==> config.mk <==
export PLATFORM = sky130hd
export DESIGN_NAME = rc5_dec_stream
export DESIGN_NICKNAME = d
export VERILOG_FILES = /design/src/rtl/rc5_pkg.sv /design/src/rtl/rc5_sbox_gen.sv /design/src/rtl/rc5_dec_stream.sv
export SDC_FILE = /design/constraint.sdc
export NUM_CORES = 1
export LEC_CHECK = 0
export CAP_MARGIN = 20
export CORE_UTILIZATION = 50
export CTS_BUF_LIST = sky130_fd_sc_hd__clkbuf_8
export CTS_CLUSTER_SIZE = 20
export DETAILED_ROUTE_END_ITERATION = 10
export GPL_TIMING_DRIVEN = 0
export PLACE_DENSITY = 0.73
export SYNTH_ARGS = -nofsm -noshare
export SYNTH_HDL_FRONTEND = slang
export SYNTH_SLANG_ARGS = --single-unit
export TNS_END_PERCENT = 10
==> constraint.sdc <==
create_clock -name clock -period 3.6 [get_ports clock]
set_input_delay 0.72 -clock clock [delete_from_list [all_inputs] [get_ports clock]]
set_output_delay 0.72 -clock clock [all_outputs]
set_load 0.01 [all_outputs]
==> src/rtl/rc5_pkg.sv <==
// Shared types and constants for the RC5-style stream decryptor.
// Used by rc5_sbox_gen and rc5_dec_stream (optional counter: RC5_DEC_BLKCNT_EN).
package rc5_pkg;

  localparam int H  = 8;
  localparam int RW = $clog2(H);

  localparam logic [7:0] LFSR_TAPS     = 8'hB8;
  localparam logic [7:0] SEED_ZERO_SUB = 8'h01;

  typedef enum logic [2:0] {
    NOKEY  = 3'd0,
    KEYGEN = 3'd1,
    IDLE   = 3'd2,
    RND_B  = 3'd3,
    RND_A  = 3'd4,
    FINAL  = 3'd5,
    HOLD   = 3'd6
  } state_e;

  function automatic logic [H-1:0] rotr(input logic [H-1:0] x, input logic [RW-1:0] n);
    logic [2*H-1:0] dbl;
    dbl = {x, x} >> n;
    return dbl[H-1:0];
  endfunction

  function automatic logic [7:0] lfsr_next(input logic [7:0] x);
    return {x[6:0], ^(x & LFSR_TAPS)};
  endfunction

endpackage

==> src/rtl/rc5_sbox_gen.sv <==
// Key-table generator: an 8-bit LFSR filling one S entry per cycle while gen_en is high.
module rc5_sbox_gen
  import rc5_pkg::*;
#(
  parameter int R = 3
) (
  input  logic                     clock,
  input  logic                     reset,
  input  logic                     key_load,
  input  logic [7:0]               key_seed,
  input  logic                     gen_en,
  output logic                     gen_last,
  output logic [2*R+1:0][H-1:0]    s_tab
);

  localparam int KD = 2 * R + 2;
  localparam int KW = $clog2(KD);

  logic [7:0]             lfsr_q, lfsr_d;
  logic [KW-1:0]          idx_q, idx_d;
  logic [2*R+1:0][H-1:0]  s_q, s_d;

  always_comb begin
    lfsr_d = lfsr_q;
    idx_d  = idx_q;
    s_d    = s_q;
    if (key_load) begin
      // An all-zero seed would lock the LFSR, so it is replaced.
      lfsr_d = (key_seed == 8'h00) ? SEED_ZERO_SUB : key_seed;
      idx_d  = '0;
    end else if (gen_en) begin
      s_d[idx_q] = lfsr_q;
      lfsr_d     = lfsr_next(lfsr_q);
      idx_d      = idx_q + KW'(1);
    end else begin
      lfsr_d = lfsr_q;
    end
  end

  always_ff @(posedge clock or posedge reset) begin
    if (reset) begin
      lfsr_q <= 8'h01;
      idx_q  <= '0;
      s_q    <= '0;
    end else begin
      lfsr_q <= lfsr_d;
      idx_q  <= idx_d;
      s_q    <= s_d;
    end
  end

  assign gen_last = gen_en && (idx_q == KW'(KD - 1));
  assign s_tab    = s_q;

endmodule

==> src/rtl/rc5_dec_stream.sv <==
// Streaming RC5-style block decryptor: one half-round per cycle, valid/ready on both sides.
// Define RC5_DEC_BLKCNT_EN to build the delivered-block counter on blk_count.
module rc5_dec_stream
  import rc5_pkg::*;
#(
  parameter int W = 16,
  parameter int R = 3
) (
  input  logic          clock,
  input  logic          reset,
  input  logic          key_load,
  input  logic [7:0]    key_seed,
  output logic          key_ready,
  input  logic          in_valid,
  output logic          in_ready,
  input  logic [W-1:0]  in_data,
  output logic          out_valid,
  input  logic          out_ready,
  output logic [W-1:0]  out_data,
  output logic [15:0]   blk_count
);

  localparam int IW = $clog2(R + 1);
  localparam int KW = $clog2(2 * R + 2);

  state_e                 state_q, state_d;
  logic [H-1:0]           a_q, a_d, b_q, b_d;
  logic [IW-1:0]          i_q, i_d;
  logic                   key_ready_q, in_ready_q, out_valid_q;
  logic                   gen_en, gen_last;
  logic [2*R+1:0][H-1:0]  s_tab;

  rc5_sbox_gen #(.R(R)) u_sbox (
    .clock    (clock),
    .reset    (reset),
    .key_load (key_load),
    .key_seed (key_seed),
    .gen_en   (gen_en),
    .gen_last (gen_last),
    .s_tab    (s_tab)
  );

  assign gen_en = (state_q == KEYGEN);

  always_comb begin
    state_d = state_q;
    a_d     = a_q;
    b_d     = b_q;
    i_d     = i_q;
    if (key_load) begin
      state_d = KEYGEN;
    end else begin
      case (state_q)
        NOKEY:  state_d = NOKEY;
        KEYGEN: state_d = gen_last ? IDLE : KEYGEN;
        IDLE: begin
          if (in_valid) begin
            a_d     = in_data[W-1:H];
            b_d     = in_data[H-1:0];
            i_d     = IW'(R);
            state_d = RND_B;
          end else begin
            state_d = IDLE;
          end
        end
        RND_B: begin
          b_d     = rotr(b_q - s_tab[{i_q, 1'b1}], a_q[RW-1:0]) ^ a_q;
          state_d = RND_A;
        end
        RND_A: begin
          a_d = rotr(a_q - s_tab[{i_q, 1'b0}], b_q[RW-1:0]) ^ b_q;
          if (i_q > IW'(1)) begin
            i_d     = i_q - IW'(1);
            state_d = RND_B;
          end else begin
            state_d = FINAL;
          end
        end
        FINAL: begin
          b_d     = b_q - s_tab[KW'(1)];
          a_d     = a_q - s_tab[KW'(0)];
          state_d = HOLD;
        end
        HOLD:    state_d = out_ready ? IDLE : HOLD;
        default: state_d = NOKEY;
      endcase
    end
  end

  // Handshake outputs are flopped from the next state so they track state_q exactly.
  always_ff @(posedge clock or posedge reset) begin
    if (reset) begin
      state_q     <= NOKEY;
      a_q         <= '0;
      b_q         <= '0;
      i_q         <= '0;
      key_ready_q <= 1'b0;
      in_ready_q  <= 1'b0;
      out_valid_q <= 1'b0;
    end else begin
      state_q     <= state_d;
      a_q         <= a_d;
      b_q         <= b_d;
      i_q         <= i_d;
      key_ready_q <= (state_d != NOKEY) && (state_d != KEYGEN);
      in_ready_q  <= (state_d == IDLE);
      out_valid_q <= (state_d == HOLD);
    end
  end

  assign key_ready = key_ready_q;
  assign in_ready  = in_ready_q;
  assign out_valid = out_valid_q;
  assign out_data  = {a_q, b_q};

`ifdef RC5_DEC_BLKCNT_EN
  logic [15:0] blk_count_q, blk_count_d;

  always_comb begin
    blk_count_d = blk_count_q;
    if (key_load) begin
      blk_count_d = 16'h0000;
    end else if (out_valid_q && out_ready) begin
      blk_count_d = blk_count_q + 16'h0001;
    end else begin
      blk_count_d = blk_count_q;
    end
  end

  always_ff @(posedge clock or posedge reset) begin
    if (reset) begin
      blk_count_q <= 16'h0000;
    end else begin
      blk_count_q <= blk_count_d;
    end
  end

  assign blk_count = blk_count_q;
`else
  assign blk_count = 16'h0000;
`endif

endmodule

==> out/qor.yml, run 1 <==
die:
  coreArea_mm2: 0.0140
  start_util_pct: 51.8
  fp.dieW_um: 122
  design.die.area_mm2: 0.0150
  pin_count: 64
  die_h_um: 122
  rows: 43
routing:
  dr.pass1.iters: 7
  ant_nets: 0
  dr.first_iter.drc_count: 573
  drt_wl_total_um: 19500
  wl_per_cell_um: 19.5
  vias: 6016
  drcViolationCount: 0
  viasPerCell: 6.01
critical_path:
  cpPeakStageDelay_ps: 510
  cp-end-kind: "flip-flop"
  rrSetupSlack_ps: 5
  cpMostUsedCell: "mux4_2"
  cp_num_buf_inv: 3
  crit_fanout: 10
  required_ps: 3920
  crit_family: "multiplexers"
  crit_slowest_cell: "mux4_2"
  r2r_cells: 12
  critPathLaunchType: "flip-flop"
  critPathKind: "flip-flop to flip-flop"
  r2r-start: "i_q[0]"
  timing.rr.end: "a_q[4]"
  cp_cell_sequence: "buf_8, buf_12, mux4_2, inv_1, ha_2, a31oi_2, a21oi_1, o21a_1, or2_1, mux4_2, or4b_1, nand3_1"
  critPathArrivalTime_ps: 3910
  crit_cells: 12
cts:
  cts_buffers: 9
  cts_tree: "built"
  cts_root_buf: "clkbuf_8"
  cts.sinks: 99
  clk_pin_slew_worst_paths_ps: 100
  clk_path_buf_depth: 2
  insertion_delay_ps: 380
  htree_num_levels: 3
logic_synthesis:
  synth_cells: 739
  seq_area_frac_synth_pct: 34.2
  synth-seq-cells: 99
  synth_common_cells: "98 x dfrtp_1, 62 x mux2_2, 56 x nand2_1"
  syn_avg_cell_area_um2: 9.81
  synth_most_common_cell: "dfrtp_1"
  syn_area_mm2: 0.00725
  synth_area_leaders: "dfrtp_1 34%, mux2_2 9.6%, ha_1 6.0%"
  netlist.area_leader.share_pct: 33.8
  synthArstFlopShare_pct: 100
  synth-edff-count: 0
  synth_top_area_cell: "dfrtp_1"
  ys_warn_count: 0
  yosys_most_used_dff: "dfrtp_1"
  yosysUniqueCellTypes: 71
finish:
  diodes: 0
  areaGrowthSynthToFinish_pct: 16.3
  nets: 884
  stdcell_area_mm2: 0.00843
  drive_above_1_share_pct: 19.4
global_routing:
  grt_pass1_vias: 5834
  grt_pass1_wl_um: 30900
  overflow: 0
  grt_start_max_net_pins: 73
  grt_usage_pct: 27.4
  antenna_found_initial: 0
run_status:
  outcome: "completed"
sta:
  worst_pin_slew_ps: 793
  max-slew-margin-rel_pct: 47.0
  fin_skew_ps: 8.87
  min_period_over_period_pct: 99.9
  rsz0062_at_grt: "true"
  hold_violations: 0
  period_needed_ps: 3600
  fmax_ghz: 0.278
  finalMaxSlewViolations: 0
  hold_slack_ps: 510
  setup_viol: 0
placement:
  dp_hpwl_um: 15000
  numPortBuffers: 47
  dpl_cell_area_mm2: 0.00804
  routabilityCongestion: 0.908
worst_hold_path:
  hold_path.class: "flip-flop to flip-flop"
  hold_end: "u_sbox.s_tab[46]"
  min_from: "u_sbox.s_tab[46]"
  hold_path_depth: 1
job:
  drv_cap: 0
per-layer routing:
metal	part of all wire, %	routed length [um]	global-route usage (%)
met2	46	9070	43.2
met1	45	8680	38.0
met4	2.9	559	10.1
met3	6.1	1190	4.37
met5	0	0	0
layout by cell type, fill, tap and decap left out, types with 10 or more instances in the layout:
cell and count:
dfrtp_1 97, mux2_2 62, nand2_1 55, clkdlybuf4s50_1 47
nor2_1 45, inv_1 42, o21ai_0 37, clkbuf_1 35
ha_1 34, a21oi_1 28, buf_4 22, xnor2_1 18
mux4_2 17, nor3_1 16, conb_1 16, xor2_1 15
mux2i_1 14, nor2b_1 10
cell type report:
class | count | area [um2]
Clock inverter | 7 | 92.6
Buffer | 62 | 338
Timing Repair Buffer | 54 | 543
Inverter | 45 | 171
Sequential cell | 99 | 2480
Clock buffer | 9 | 124
Multi-Input combinational cell | 545 | 4460
Fill cell | 1190 | 5560
Tap cell | 180 | 225
worst max-delay path by stage:
stage,from,slack [ps],endpoint
finish,i_q[0],5,a_q[4]
global route,i_q[0],-150,a_q[4]
CTS,i_q[0],-30,a_q[7]
detailed placement,i_q[1],-670,a_q[7]
global placement,reset,-1080,u_sbox.s_tab[20]
floorplan,a_q[0],40,a_q[7]
metrics by stage:
| step | worst slack [ps] | cells | utilization (%) | setup TNS [ps] |
|---|---|---|---|---|
| 2_1_floorplan | 44.8 | 754 | - | 0 |
| 3_3_place_gp | -1080 | 981 | 57.2 | -111180 |
| 3_5_place_dp | -667 | 982 | 57.4 | -5660 |
| 4_1_cts | -28.0 | 996 | 59.5 | -93.1 |
| 5_1_grt | -150 | 1001 | 60.3 | -913 |
| 6_report | 5.00 | 1001 | 60.3 | 0 |
logic make-up after synthesis:
family                     count (synthesis)  share of synthesized area (%)
AOI/OAI and AO/OA                        167                           15.6
xor gates and xnor gates                  36                           4.45
adders and majority gates                 39                           7.15
buffers and inverters                    110                           6.66
DFF                                       99                           34.2
muxes                                     99                           19.0
other                                      1                         0.0517
and+or+nand+nor                          188                           12.9
state kept, by name (all words and copies together) (netlist names):
name           flops
a_q                8
b_q                8
i_q                2
in_ready           1
key_ready          1
out_valid          1
state_q            3
u_sbox.idx_q       3
u_sbox.lfsr_q      8
u_sbox.s_tab      64
what timing repair did:
item | in CTS | in global routing
gates resized for setup | 25 | 21
hold buffers | 0 | 0
endpoints found under the setup margin | 16 | 15
setup buffers | 0 | 6
pin swaps | 3 | 5
worst reg2reg max path, stage by stage, from the launching register on:
cell     delay (ps)
dfrtp_1         390
buf_8           160
buf_12          160
mux4_2          510
inv_1            90
ha_2            330
a31oi_2         230
a21oi_1         120
o21a_1          250
or2_1           260
mux4_2          480
or4b_1          470
nand3_1          90
Power of run 1 is left out: the tool's default activity adds up to more than one toggle a clock period on the data nets, which glitch-free logic cannot reach.
==> run 2, diff against run 1 <==
- CTS_CLUSTER_SIZE: 20 -> 30
==> results of run 2 <==
No change in the layout: final DEF, timing and power equal those of run 1.
Power of run 2 is left out for the same reason.
==> run 3, diff against run 2 <==
- REMOVE_ABC_BUFFERS: not set -> 1
==> run 3 against run 2 <==
  * Worst setup slack better by 44 ps
  * Die area unchanged
  * Register-to-register slack improved by 40 ps
  * Clock skew is 2.5 ps higher
  * Count of clock-buffer cells in the layout up 1
  * Design area down 3.0%
  * Core utilization is 1.8 points lower
  * Via count fell by 4.1%
  * Non-clock buffer count decreased by 57
  * Critical path depth rose by 1
  * Fmax rose by 1.2%
  * Worst hold slack got worse by 3.2 ps
  * Highest routed layer unchanged
==> out/qor.yml, run 3 (synthesis results as in run 1) <==
cts:
  cts_buffers: 9  # unchanged
  holdBufCountCts: 0  # unchanged
  cts_tree: "built"  # unchanged
  clk_path_buf_depth: 2  # unchanged
  htree_num_levels: 3  # unchanged
  cts_root_buf: "clkbuf_8"  # unchanged
  cts.sinks: 99  # unchanged
  insertion_delay_ps: 380  # about the same
  clk_pin_slew_worst_paths_ps: 100  # about the same
finish:
  final_common_cell: "dfrtp_1"  # unchanged
  diodes: 0  # unchanged
  fin_cells: 944  # was 1001
  largest_reg_flops: 64  # unchanged
  final_cell_mix: "93 x dfrtp_1, 62 x mux2_2, 55 x nand2_1"  # was 97 x dfrtp_1, 62 x mux2_2, 55 x nand2_1
  stdcell_area_mm2: 0.00818  # was 0.00843 mm2
  nets: 827  # was 884
  drive_above_1_share_pct: 19.8  # was 19.4%
  areaGrowthSynthToFinish_pct: 12.9  # was 16.3%
  fin_util_pct: 58.5  # was 60.3%
  filler_cell_count: 1182  # was 1190
critical_path:
  critPathLaunchType: "flip-flop"  # unchanged
  crit_fanout: 7  # was 10
  critPathArrivalTime_ps: 3870  # was 3910 ps
  critPathKind: "flip-flop to flip-flop"  # unchanged
  cp-end-kind: "flip-flop"  # unchanged
  required_ps: 3920  # about the same
worst_hold_path:
  hold_path.class: "flip-flop to flip-flop"  # unchanged
routing:
  viasPerCell: 6.11  # was 6.01
  ant_nets: 0  # unchanged
  wl_per_cell_um: 19.2  # was 19.5 um
  drt_wl_total_um: 18100  # was 19500 um
  dr.pass1.iters: 5  # was 7
  drcViolationCount: 0  # unchanged
  vias: 5768  # was 6016
  dr.first_iter.drc_count: 615  # was 573
die:
  start_util_pct: 51.8  # unchanged
  design.die.area_mm2: 0.0150  # unchanged
  coreArea_mm2: 0.0140  # unchanged
  die_h_um: 122  # unchanged
  fp.dieW_um: 122  # unchanged
  pin_count: 64  # unchanged
  rows: 43  # unchanged
sta:
  fin_skew_ps: 11.4  # was 8.87 ps
  finalMaxSlewViolations: 0  # unchanged
  fmax_ghz: 0.282  # was 0.278 GHz
  hold_violations: 0  # unchanged
  rsz0062_at_grt: "true"  # unchanged
  max-slew-margin-rel_pct: 38.5  # was 47.0%
  setup_viol: 0  # unchanged
  worst_pin_slew_ps: 920  # was 793 ps
  period_needed_ps: 3550  # was 3600 ps
  min_period_over_period_pct: 98.6  # was 99.9%
global_routing:
  grt_pass1_vias: 5503  # was 5834
  antenna_found_initial: 0  # unchanged
  grt_pass1_wl_um: 29000  # was 30900 um
  overflow: 0  # unchanged
  grt_usage_pct: 25.6  # was 27.4%
  grt_start_max_net_pins: 78  # was 73
placement:
  numPortBuffers: 47  # unchanged
  dp_hpwl_um: 13600  # was 15000 um
  dpl_cell_area_mm2: 0.00772  # was 0.00804 mm2
  routabilityCongestion: 0.894  # was 0.908
  dp_cells: 918  # was 982
job:
  drv_cap: 0  # unchanged
run_status:
  outcome: "completed"  # unchanged
==> run 3: changes by cell type in the layout (fill, tap and decap cells not counted), moves of 3 or more <==
cell	previous run	this run
ha_1	34	31
dfrtp_2	1	4
clkbuf_1	35	0
buf_4	22	7
buf_1	4	0
dfrtp_1	97	93
==> run 3: final timing paths <==
path,depth (start not counted),endpoint,slack (ps),startpoint
worst max-delay path,13,b_q[1],50,i_q[0]
worst min-delay path,1,u_sbox.s_tab[18],510,u_sbox.s_tab[18]
worst max register to register,13,b_q[1],50,i_q[0]
worst min register to register,1,u_sbox.s_tab[18],510,u_sbox.s_tab[18]
max in group asynchronous,3,i_q[0],2260,reset
min in group asynchronous,2,u_sbox.s_tab[42],640,reset
==> run 3: stage by stage <==
step / hold slack (ps) / worst slack, ps / TNS (ps)
floorplan: 470 / -128 / -279
CTS: 510 / -9.78 / -19.3
finish: 507 / 49.4 / 0
global placement: 479 / -1000 / -106820
detailed placement: 487 / -726 / -8950
global route: 530 / -36.2 / -133
==> run 3: layout make-up <==
type	instances	area (um2)	share of cell area, %
clock buffers	10	138	1.68
clock inverters	6	56.3	0.688
inverters	45	173	2.11
multi-input cells	545	4480	54.8
flip-flops and latches	99	2490	30.4
well taps	180	225	2.75
repair buffers	59	622	7.60
==> run 3: layer usage <==
metal	global-route usage [%]	vias up	part of all wire, %
li1	-	2698	-
met1	34.3	2846	44
met2	43.3	203	50
met3	3.16	21	4.8
met4	7.47	0	1.8
met5	0	-	0
==> run 3: worst max-delay path, cell delays in order, from the launching register on <==
cell and delay [ps]:
dfrtp_4 520, buf_12 150, buf_12 130, mux4_2 410, inv_1 130, ha_2 340
a21oi_1 130, o21ai_0 100, xor2_1 280, mux2i_1 190, o21ai_2 280, nor2_1 60
a2111oi_0 520, o32a_1 240
==> run 3: repair_timing <==
| action | in CTS | in global routing |
|---|---|---|
| setup endpoints to repair | 16 | 11 |
| gates resized for setup | 19 | 28 |
| pin swaps | 0 | 7 |
| setup buffers | 6 | 3 |
Power of run 3 is left out for the same reason.
